===== config.mk =====
export PLATFORM = sky130hd
export DESIGN_NAME = stdp_update_scheduler
export DESIGN_NICKNAME = d
export VERILOG_FILES = /design/src/rtl/stdp_pkg.sv /design/src/rtl/stdp_update_scheduler_rr_arbiter.sv /design/src/rtl/stdp_update_scheduler.sv
export SDC_FILE = /design/constraint.sdc
export NUM_CORES = 1
export LEC_CHECK = 0
export BUFFER_PORTS_ARGS = -buffer_cell sky130_fd_sc_hd__buf_4
export CORE_ASPECT_RATIO = 0.7
export CORE_UTILIZATION = 44
export CTS_BUF_LIST = sky130_fd_sc_hd__clkbuf_16
export DETAILED_ROUTE_END_ITERATION = 16
export GPL_ROUTABILITY_DRIVEN = 0
export PLACE_DENSITY_LB_ADDON = 0.25
export SLEW_MARGIN = 20
export SYNTH_ARGS = -nofsm -noshare
export SYNTH_HDL_FRONTEND = slang
export SYNTH_SLANG_ARGS = --single-unit

===== constraint.sdc =====
create_clock -name clk -period 5.15 [get_ports clk]
set_input_delay 1.03 -clock clk [delete_from_list [all_inputs] [get_ports clk]]
set_output_delay 1.03 -clock clk [all_outputs]
set_load 0.05 [all_outputs]

===== src/rtl/stdp_pkg.sv =====
// Shared types, default learning-rule constants and the saturating adder
// used by the STDP weight update scheduler.
package stdp_pkg;

  typedef enum logic [1:0] {
    IDLE,
    READ,
    CALC,
    WRITE
  } state_t;

  localparam int DEF_LTP_STEP = 2;
  localparam int DEF_LTD_STEP = 1;
  localparam int DEF_W_MAX    = 127;
  localparam int DEF_W_MIN    = -128;

  // Add in a wide signed domain, then clamp to [lo, hi].
  function automatic int sat_add(input int w, input int d,
                                 input int lo = DEF_W_MIN,
                                 input int hi = DEF_W_MAX);
    int s;
    s = w + d;
    if (s > hi) return hi;
    if (s < lo) return lo;
    return s;
  endfunction

endpackage


===== src/rtl/stdp_update_scheduler_rr_arbiter.sv =====
// Combinational round-robin arbiter: first request at or after ptr, wrapping.
module rr_arbiter #(
  parameter int N  = 8,
  parameter int IW = $clog2(N)
) (
  input  logic [N-1:0]  req,
  input  logic [IW-1:0] ptr,
  output logic [N-1:0]  grant,
  output logic [IW-1:0] idx,
  output logic          valid
);

  int          pos;
  logic [IW-1:0] p;

  always_comb begin
    grant = '0;
    idx   = '0;
    valid = 1'b0;
    pos   = 0;
    p     = '0;
    for (int k = 0; k < N; k++) begin
      pos = (int'(ptr) + k) % N;
      p   = IW'(pos);
      if (!valid && req[p]) begin
        valid    = 1'b1;
        idx      = p;
        grant[p] = 1'b1;
      end
    end
  end

endmodule


===== src/rtl/stdp_update_scheduler.sv =====
// Captures per-synapse spike events into pending flags and serves them one at
// a time as read-modify-write updates of the shared weight memory.
module stdp_update_scheduler
  import stdp_pkg::*;
#(
  parameter int N_SYN    = 8,
  parameter int W_WIDTH  = 8,
  parameter int LTP_STEP = DEF_LTP_STEP,
  parameter int LTD_STEP = DEF_LTD_STEP,
  parameter int W_MAX    = DEF_W_MAX,
  parameter int W_MIN    = DEF_W_MIN
) (
  input  logic                      clk,
  input  logic                      rst_n,
  input  logic                      learn_en,
  input  logic [N_SYN-1:0]          pre_spike,
  input  logic                      post_spike,
  output logic [$clog2(N_SYN)-1:0]  rd_addr,
  input  logic signed [W_WIDTH-1:0] rd_data,
  output logic                      wr_en,
  output logic [$clog2(N_SYN)-1:0]  wr_addr,
  output logic signed [W_WIDTH-1:0] wr_data,
  output logic                      busy,
  output logic [15:0]               upd_count
);

  localparam int IW = $clog2(N_SYN);

  state_t                     state, state_nxt;
  logic [N_SYN-1:0]           pending, ltp;
  logic [N_SYN-1:0]           cap, clr, kept;
  logic [N_SYN-1:0]           pending_nxt, ltp_nxt;
  logic [N_SYN-1:0]           gnt_onehot;
  logic [IW-1:0]              gnt_idx, sel, rr_ptr;
  logic                       gnt_vld, grant, kind;
  logic signed [W_WIDTH-1:0]  new_w, calc_w;
  int                         delta;

  rr_arbiter #(.N(N_SYN), .IW(IW)) u_arb (
    .req   (pending),
    .ptr   (rr_ptr),
    .grant (gnt_onehot),
    .idx   (gnt_idx),
    .valid (gnt_vld)
  );

  always_comb begin
    state_nxt = state;
    wr_en     = 1'b0;
    grant     = 1'b0;
    unique case (state)
      IDLE: begin
        if (gnt_vld) begin
          grant     = 1'b1;
          state_nxt = READ;
        end
      end
      READ:  state_nxt = CALC;
      CALC:  state_nxt = WRITE;
      WRITE: begin
        wr_en     = 1'b1;
        state_nxt = IDLE;
      end
      default: state_nxt = IDLE;
    endcase
  end

  // A capture on the synapse being granted this cycle starts a fresh event,
  // so the merge only sees flags that survive the grant.
  assign cap         = learn_en ? pre_spike : '0;
  assign clr         = grant ? gnt_onehot : '0;
  assign kept        = pending & ~clr;
  assign pending_nxt = kept | cap;
  assign ltp_nxt     = (ltp & ~cap) | (cap & ((kept & ltp) | {N_SYN{post_spike}}));

  assign delta  = kind ? LTP_STEP : -LTD_STEP;
  assign calc_w = W_WIDTH'(sat_add(int'(rd_data), delta, W_MIN, W_MAX));

  always_ff @(posedge clk or negedge rst_n) begin
    if (!rst_n) begin
      state     <= IDLE;
      pending   <= '0;
      ltp       <= '0;
      rr_ptr    <= '0;
      sel       <= '0;
      kind      <= 1'b0;
      new_w     <= '0;
      rd_addr   <= '0;
      wr_addr   <= '0;
      upd_count <= '0;
    end else begin
      state   <= state_nxt;
      pending <= pending_nxt;
      ltp     <= ltp_nxt;
      if (grant) begin
        sel     <= gnt_idx;
        kind    <= ltp[gnt_idx];
        rd_addr <= gnt_idx;
      end
      if (state == CALC) begin
        new_w   <= calc_w;
        wr_addr <= sel;
      end
      if (state == WRITE) begin
        upd_count <= upd_count + 16'd1;
        rr_ptr    <= (sel == IW'(N_SYN - 1)) ? '0 : sel + IW'(1);
      end
    end
  end

  assign wr_data = new_w;
  assign busy    = (state != IDLE) || (|pending);

endmodule


# After elaboration in Yosys (flattened, before gate mapping)
# Index checks and enable logic that the tools add are counted.
[word_totals] register_bits=52 in_bits=20 elab_cells=159 out_inout_bits=32
[classes] n_lt_le_gt_ge=19 addsub=10 n_bitwise=16 reduce_logical=26 eq_ne=5 n_mux=74
[op_table] cell="$mux 8" n=13
[op_table] cell="$or 8x8->8" n=10
[op_table] cell="$lt 3x4->1 const B" n=9
[op_table] cell="$add 8x32->32" n=1
[op_table] cell="$and 8x8->8" n=4
[op_table] cell="$gt 32x8->1 const B" n=1
[op_table] cell="$lt 32x8->1 const B" n=1
[op_table] cell="$mux 32" n=1
[op_table] cell="$mux 1" n=31
[op_table] cell="$bmux 1 s3" n=9
[op_table] cell="$mux 3" n=9
[op_table] cell="$demux 1 s3" n=8
[op_table] cell="$ge 3x1->1 const B" n=8
[op_table] cell="$add 16x1->16 const B" n=1
[op_table] cell="$not 8->8" n=2
[op_table] cell="$logic_and 1x1->1" n=15
[op_table] cell="$add 3x3->3 const B" n=4
[op_table] cell="$pmux 2 s4" n=1
[op_table] cell="$reduce_or 8->1" n=1
[op_table] cell="$logic_not 1->1" n=7
[op_table] cell="$mux 7" n=1
[op_table] cell="$add 3x1->3 const B" n=2
[op_table] cell="$add 3x2->3 const B" n=2
[op_table] cell="$eq 2x2->1 const B" n=2
[op_table] cell="7 further kinds" n=7

# Logic depth before layout (Yosys ltp)
[depth] depth_word=33 depth_mapped=18 depth_no_buf=18

# Modules after synthesis
# Synthesis repeated with hierarchy kept, for this count alone.
[hier_totals] cells_unflattened=428 area_unflattened_um2=4182.8
[modules_own_cells] mod="stdp_update_scheduler" seq_area_each_um2=1301.2 area_each_um2=3014.1 n_inst=1 cells_per_inst=280
[modules_own_cells] mod="rr_arbiter" seq_area_each_um2=0.0 area_each_um2=1168.6 n_inst=1 cells_per_inst=148

# Worst setup path after synthesis
# No wires, ideal clock.
[synth_timing] path_kind="input to register" start="input port rd_data[2]" end="register new_w[6] (netlist: wr_data[6])" t_required_ns=5.073 setup_time_ns=0.077 setup_slack_ns=0.844 path_buffers=0 arrival_ns=4.229 stages=15 cell_sequence="ha_1 > o21a_1 > o21a_1 > o21ai_0 > a21oi_1 > o21ai_0 > nand2_1 > inv_1 > fa_1 > fa_1 > nor4bb_1 > nand4_1 > o31ai_1 > a31oi_1 > a21oi_1"
[synth_between] elab_chain_cells=6 word_cells_on_any_way=10 cone_classes="1 x add/sub; 2 x order compare; 7 x mux"
[synth_lines] item="start: declaration" line="stdp_update_scheduler.sv:19" source="input logic signed [W_WIDTH-1:0] rd_data,"
[synth_lines] item="$add 8x32->32 *" line="stdp_pkg.sv:22" source="s = w + d;"
[synth_lines] item="$gt 32x8->1 / $lt 32x8->1 (equally long branches)" line="stdp_pkg.sv:23, stdp_pkg.sv:24"
[synth_lines] item="$mux 7 / $mux 1 (equally long branches)" line="stdp_pkg.sv:23, stdp_pkg.sv:24"
[synth_lines] item="$mux 8 / $mux 1 (equally long branches)" line="stdp_pkg.sv:24" source="if (s < lo) return lo;"
[synth_lines] item="$mux 8" line="stdp_pkg.sv:25" source="return s;"
[synth_lines] item="$mux 8 *" line="stdp_pkg.sv:24"
[synth_lines] item="end signal: assignment" line="stdp_update_scheduler.sv:101" source="new_w <= calc_w;"
[synth_lines] item="end: declaration" line="stdp_update_scheduler.sv:36" source="logic signed [W_WIDTH-1:0] new_w, calc_w;"
# Every way passes the cells marked *; elsewhere a longest branch is shown, timed or not. The select of a mux whose other input is x is not followed.
# A chain may end at the register's enable or synchronous reset.

# Worst setup path in the final report
[layout_timing] start="input port rd_data[0]" end="register new_w[5] (netlist: wr_data[5])"
# Same word-level chain as after synthesis.

==> results.md <==
- CP Launch Type: input pin
- FF-to-FF setup slack: roughly 0.91 ns
- CP Max Fanout: 7
- CTS tree: built
- Switching pwr: 1700 uW
- Clock sinks: 52
- Status: completed
- CORE AREA: 9250 sq um
- Die H: 84.6 um
- Worst Tran Pin Value: 0.735 ns
- Mux cell area share after synthesis: 16.4%
- Yosys warns: 0
- TritonCTS buffer count: 5
- Slew Viols, Final: 0
- Reg2Reg Launch Point: kind$_DFFE_PN0P_
- Total wire length: between 10 and 15 mm
- Most used cell, CP: a21oi_1
- Die width: 120 um
- Syn Nets: 488
- Synth unique cells: 65
- WL/cell: 16.8 um
- Register area: 1300 sq um
- Leading cell types in the layout, fill and taps excluded: buf_4 (58), dfrtp_1 (52), nand2_1 (49)
- Post-Synth Adder-Cell Area: between 10 and 15%
- Global route overflow: 0
- Max-slew headroom: about 50%
- N_diodes: 0
- Share of total power in the clock network: 9.4%
- Mapped Cells: roughly 440
- Worst-case clock buffer depth: 2
- Area growth syn-to-layout: 13.9%
- Cell Area, Synth: 4290 sq um
- Fmax: 0.224 GHz
- First-pass GRT wire length: 16.8 mm
- Hold Crit Class: reg2reg
- Register area share after synthesis: 30.4%
- Dominant synthesized flop cell: dfrtp_1
- Number of iterations in the first detailed-routing pass: 5
- Setup slack after layout: 0.681 ns
- XOR/XNOR Fraction of Synth Area: 3.68%
- Peak VDD IR: 0.287 mV
- Largest family of logic cells by synthesized area: compound AO/OA/AOI/OAI gates
- Initial antenna violation count: 0
- LEAKAGE: 0.00206 uW
- DRC: 0
- Worst-path clk slew: about 0.070 ns
- Top post-synthesis cells by area: dfrtp_1 (30%), mux4_2 (6.8%), ha_1 (6.1%), fa_1 (4.7%), nand2_1 (4.3%)
- Mapped Avg Cell Area: about 9.8 sq um
- Number of buffers added for setup after CTS: 0
- Reg-to-reg endpoint: wr_data[6]$_DFFE_PN0P_
- Reg2reg path depth: 17
- Share of cells above drive strength 1: 22.9%
- Vias in the first global route: 3302
- I/O pin cnt: 52
- Fill count: ~840
- DRT antenna net count: 0
- Slowest Stage Delay on Critical Path: 0.45 ns
- Commonest non-fill, non-tap cell in the layout: buf_4
- Slowest-stage cell, CP: fa_1
- Max cap viols: 0
- Multi-input gate area: 2770 sq um
- Sum of negative setup slack: 0 ns
- Post-synth ARST share: 100%
- Worst EP required: 5.36 ns
- Fin Hold WS: 0.477 ns
- Yosys reg bits: 52
- Biggest area consumer among synthesized cells: dfrtp_1
- Hold bufs inserted after CTS: 0
- # setup viols final: 0
- Row count: 29
- Skew final: 0.00806 ns
- Die area: 10100 sq um
- Layout Nets: 527
- Port Buffers: 51
- Top-area cell type share of the netlist area: 30.4%
- Critical path destination: wr_data[5]$_DFFE_PN0P_
- Sw Share: 50.3%
- Via count: 3574
- Crit path cell chain: buf_4, ha_1, inv_1, ha_1, nor2b_1, o21ai_0, a21boi_0, o21a_1, o21ai_0, a21oi_1, nor2_1, fa_1, nor4b_1, nand4_1, o21a_1, o31ai_1, buf_4, a21oi_1, a21oi_1
- Worst skew pair latency: 0.29 ns
- CP Class: in2reg
- Simple-Gate Fraction of Synth Area: 15.6%
- DP Worst Slack: approximately 0.47 ns
- Post_cts resized: 0
- Pin count of the biggest net entering global routing: 53
- Compound-Gate Fraction of Synth Area: 18.1%
- Final worst-path cycle share: roughly 87%
- Min Clock Period, post-route: 4.47 ns
- Comb pwr share: a little over two thirds
- RSZ-0062 raised after global routing: false
- Starting Density: 46.3%
- Dpl hpwl: 7.80 mm
- CP arrival: between 4 and 5 ns
- Gr usage total: approximately 21%
- CP endpoint kind: flip-flop
- Hold depth: 1
- Critical Path Start: rd_data[0]
- H-tree depth: 2
- CTS root buf: clkbuf_16
- Reg power frac: 20.7%
- EDFF count, synth: 0
- Power Density: between 600 and 700 nW/um^2
- Internal: 1680 uW
- Via-to-Cell Ratio: 5.96
- Final Hold Vio Count: 0
- Initial DRC count: 293
==> how the worst min path moves through the flow <==
| stage | from | to | slack (ns) |
|---|---|---|---|
| floorplan | flip-flop | flip-flop | 0.46 |
| global placement | upd_count[15]$_DFFE_PN0P_ | upd_count[15]$_DFFE_PN0P_ | 0.47 |
| detailed placement | upd_count[15]$_DFFE_PN0P_ | upd_count[15]$_DFFE_PN0P_ | 0.46 |
| CTS | upd_count[15]$_DFFE_PN0P_ | upd_count[15]$_DFFE_PN0P_ | 0.49 |
| global route | upd_count[15]$_DFFE_PN0P_ | upd_count[15]$_DFFE_PN0P_ | 0.51 |
| finish | upd_count[15]$_DFFE_PN0P_ | upd_count[15]$_DFFE_PN0P_ | 0.48 |
==> metrics by stage <==
stage / util [%] / instances / area (sq um) / power, uW
after floorplan: - / 437 / 4290 / 2500
final: 52.8 / 600 / 4880 / 3380
after CTS: 52.8 / 600 / 4880 / 3360
after global routing: 52.8 / 600 / 4880 / 3620
after global placement: 51.3 / 593 / 4740 / 2990
after detailed placement: 51.3 / 593 / 4740 / 3030
==> power groups by stage <==
stage | clock network (uW) | logic [uW] | registers, uW
floorplan | 0 | 1670 | 828
global placement | 0 | 2290 | 697
detailed placement | 0 | 2330 | 705
CTS | 325 | 2340 | 698
global route | 339 | 2560 | 719
finish | 318 | 2360 | 700
==> per-layer routing <==
layer	global-route usage (%)	vias up	share of wire, %	wire length [um]
met4	3.41	0	0.52	53
met5	0	-	0	0
met1	31.5	1740	50	5050
met3	3.74	4	6.8	687
li1	-	1692	-	-
met2	31.1	138	43	4310
==> cell families after synthesis <==
group	count (synthesis)
and+or+nand+nor	134
AOI/OAI and AO/OA	107
DFF	52
buffers and inverters	48
muxes	47
adders and majority gates	31
xor gates and xnor gates	18
==> worst max-delay path: cells and delay by family <==
kind | cells | cell delay [ns]
and+or+nand+nor | 4 | 0.76
buffers and inverters | 3 | 0.36
AOI/OAI and AO/OA | 9 | 1.71
adders and majority gates | 3 | 0.82
==> Yosys cell counts, types with 2 or more instances <==
cell type	number
ha_1	21
inv_2	3
mux4_1	2
mux4_2	13
inv_1	19
a32o_1	8
nor2_1	33
o21a_1	4
mux2_2	13
o32ai_2	2
o21ai_1	7
or3_1	2
xor2_1	5
fa_1	10
nand3_1	11
clkbuf_1	19
buf_6	4
nor4_1	3
o2111ai_1	2
nor2b_1	3
mux2i_1	16
o21ai_0	20
a31oi_1	3
nand4b_1	3
a21oi_1	26
nor3_2	2
and3_1	3
nand4_1	5
a21o_1	4
or4_1	2
a31o_2	3
nand2b_1	4
dfrtp_1	52
nor3_1	5
a22o_1	5
nand2_1	49
nor4b_1	2
a221o_1	5
xnor2_1	13
a211o_1	6
==> cell type report <==
class | instances | area share (%)
clock buffer | 5 | 2.56
clock inverter | 2 | 0.256
inverter | 22 | 1.69
multi-input combinational | 337 | 56.7
sequential | 52 | 26.7
tap | 124 | 3.18
timing repair buffer | 58 | 8.92
Note: power is estimated with default switching activity, not from simulation.
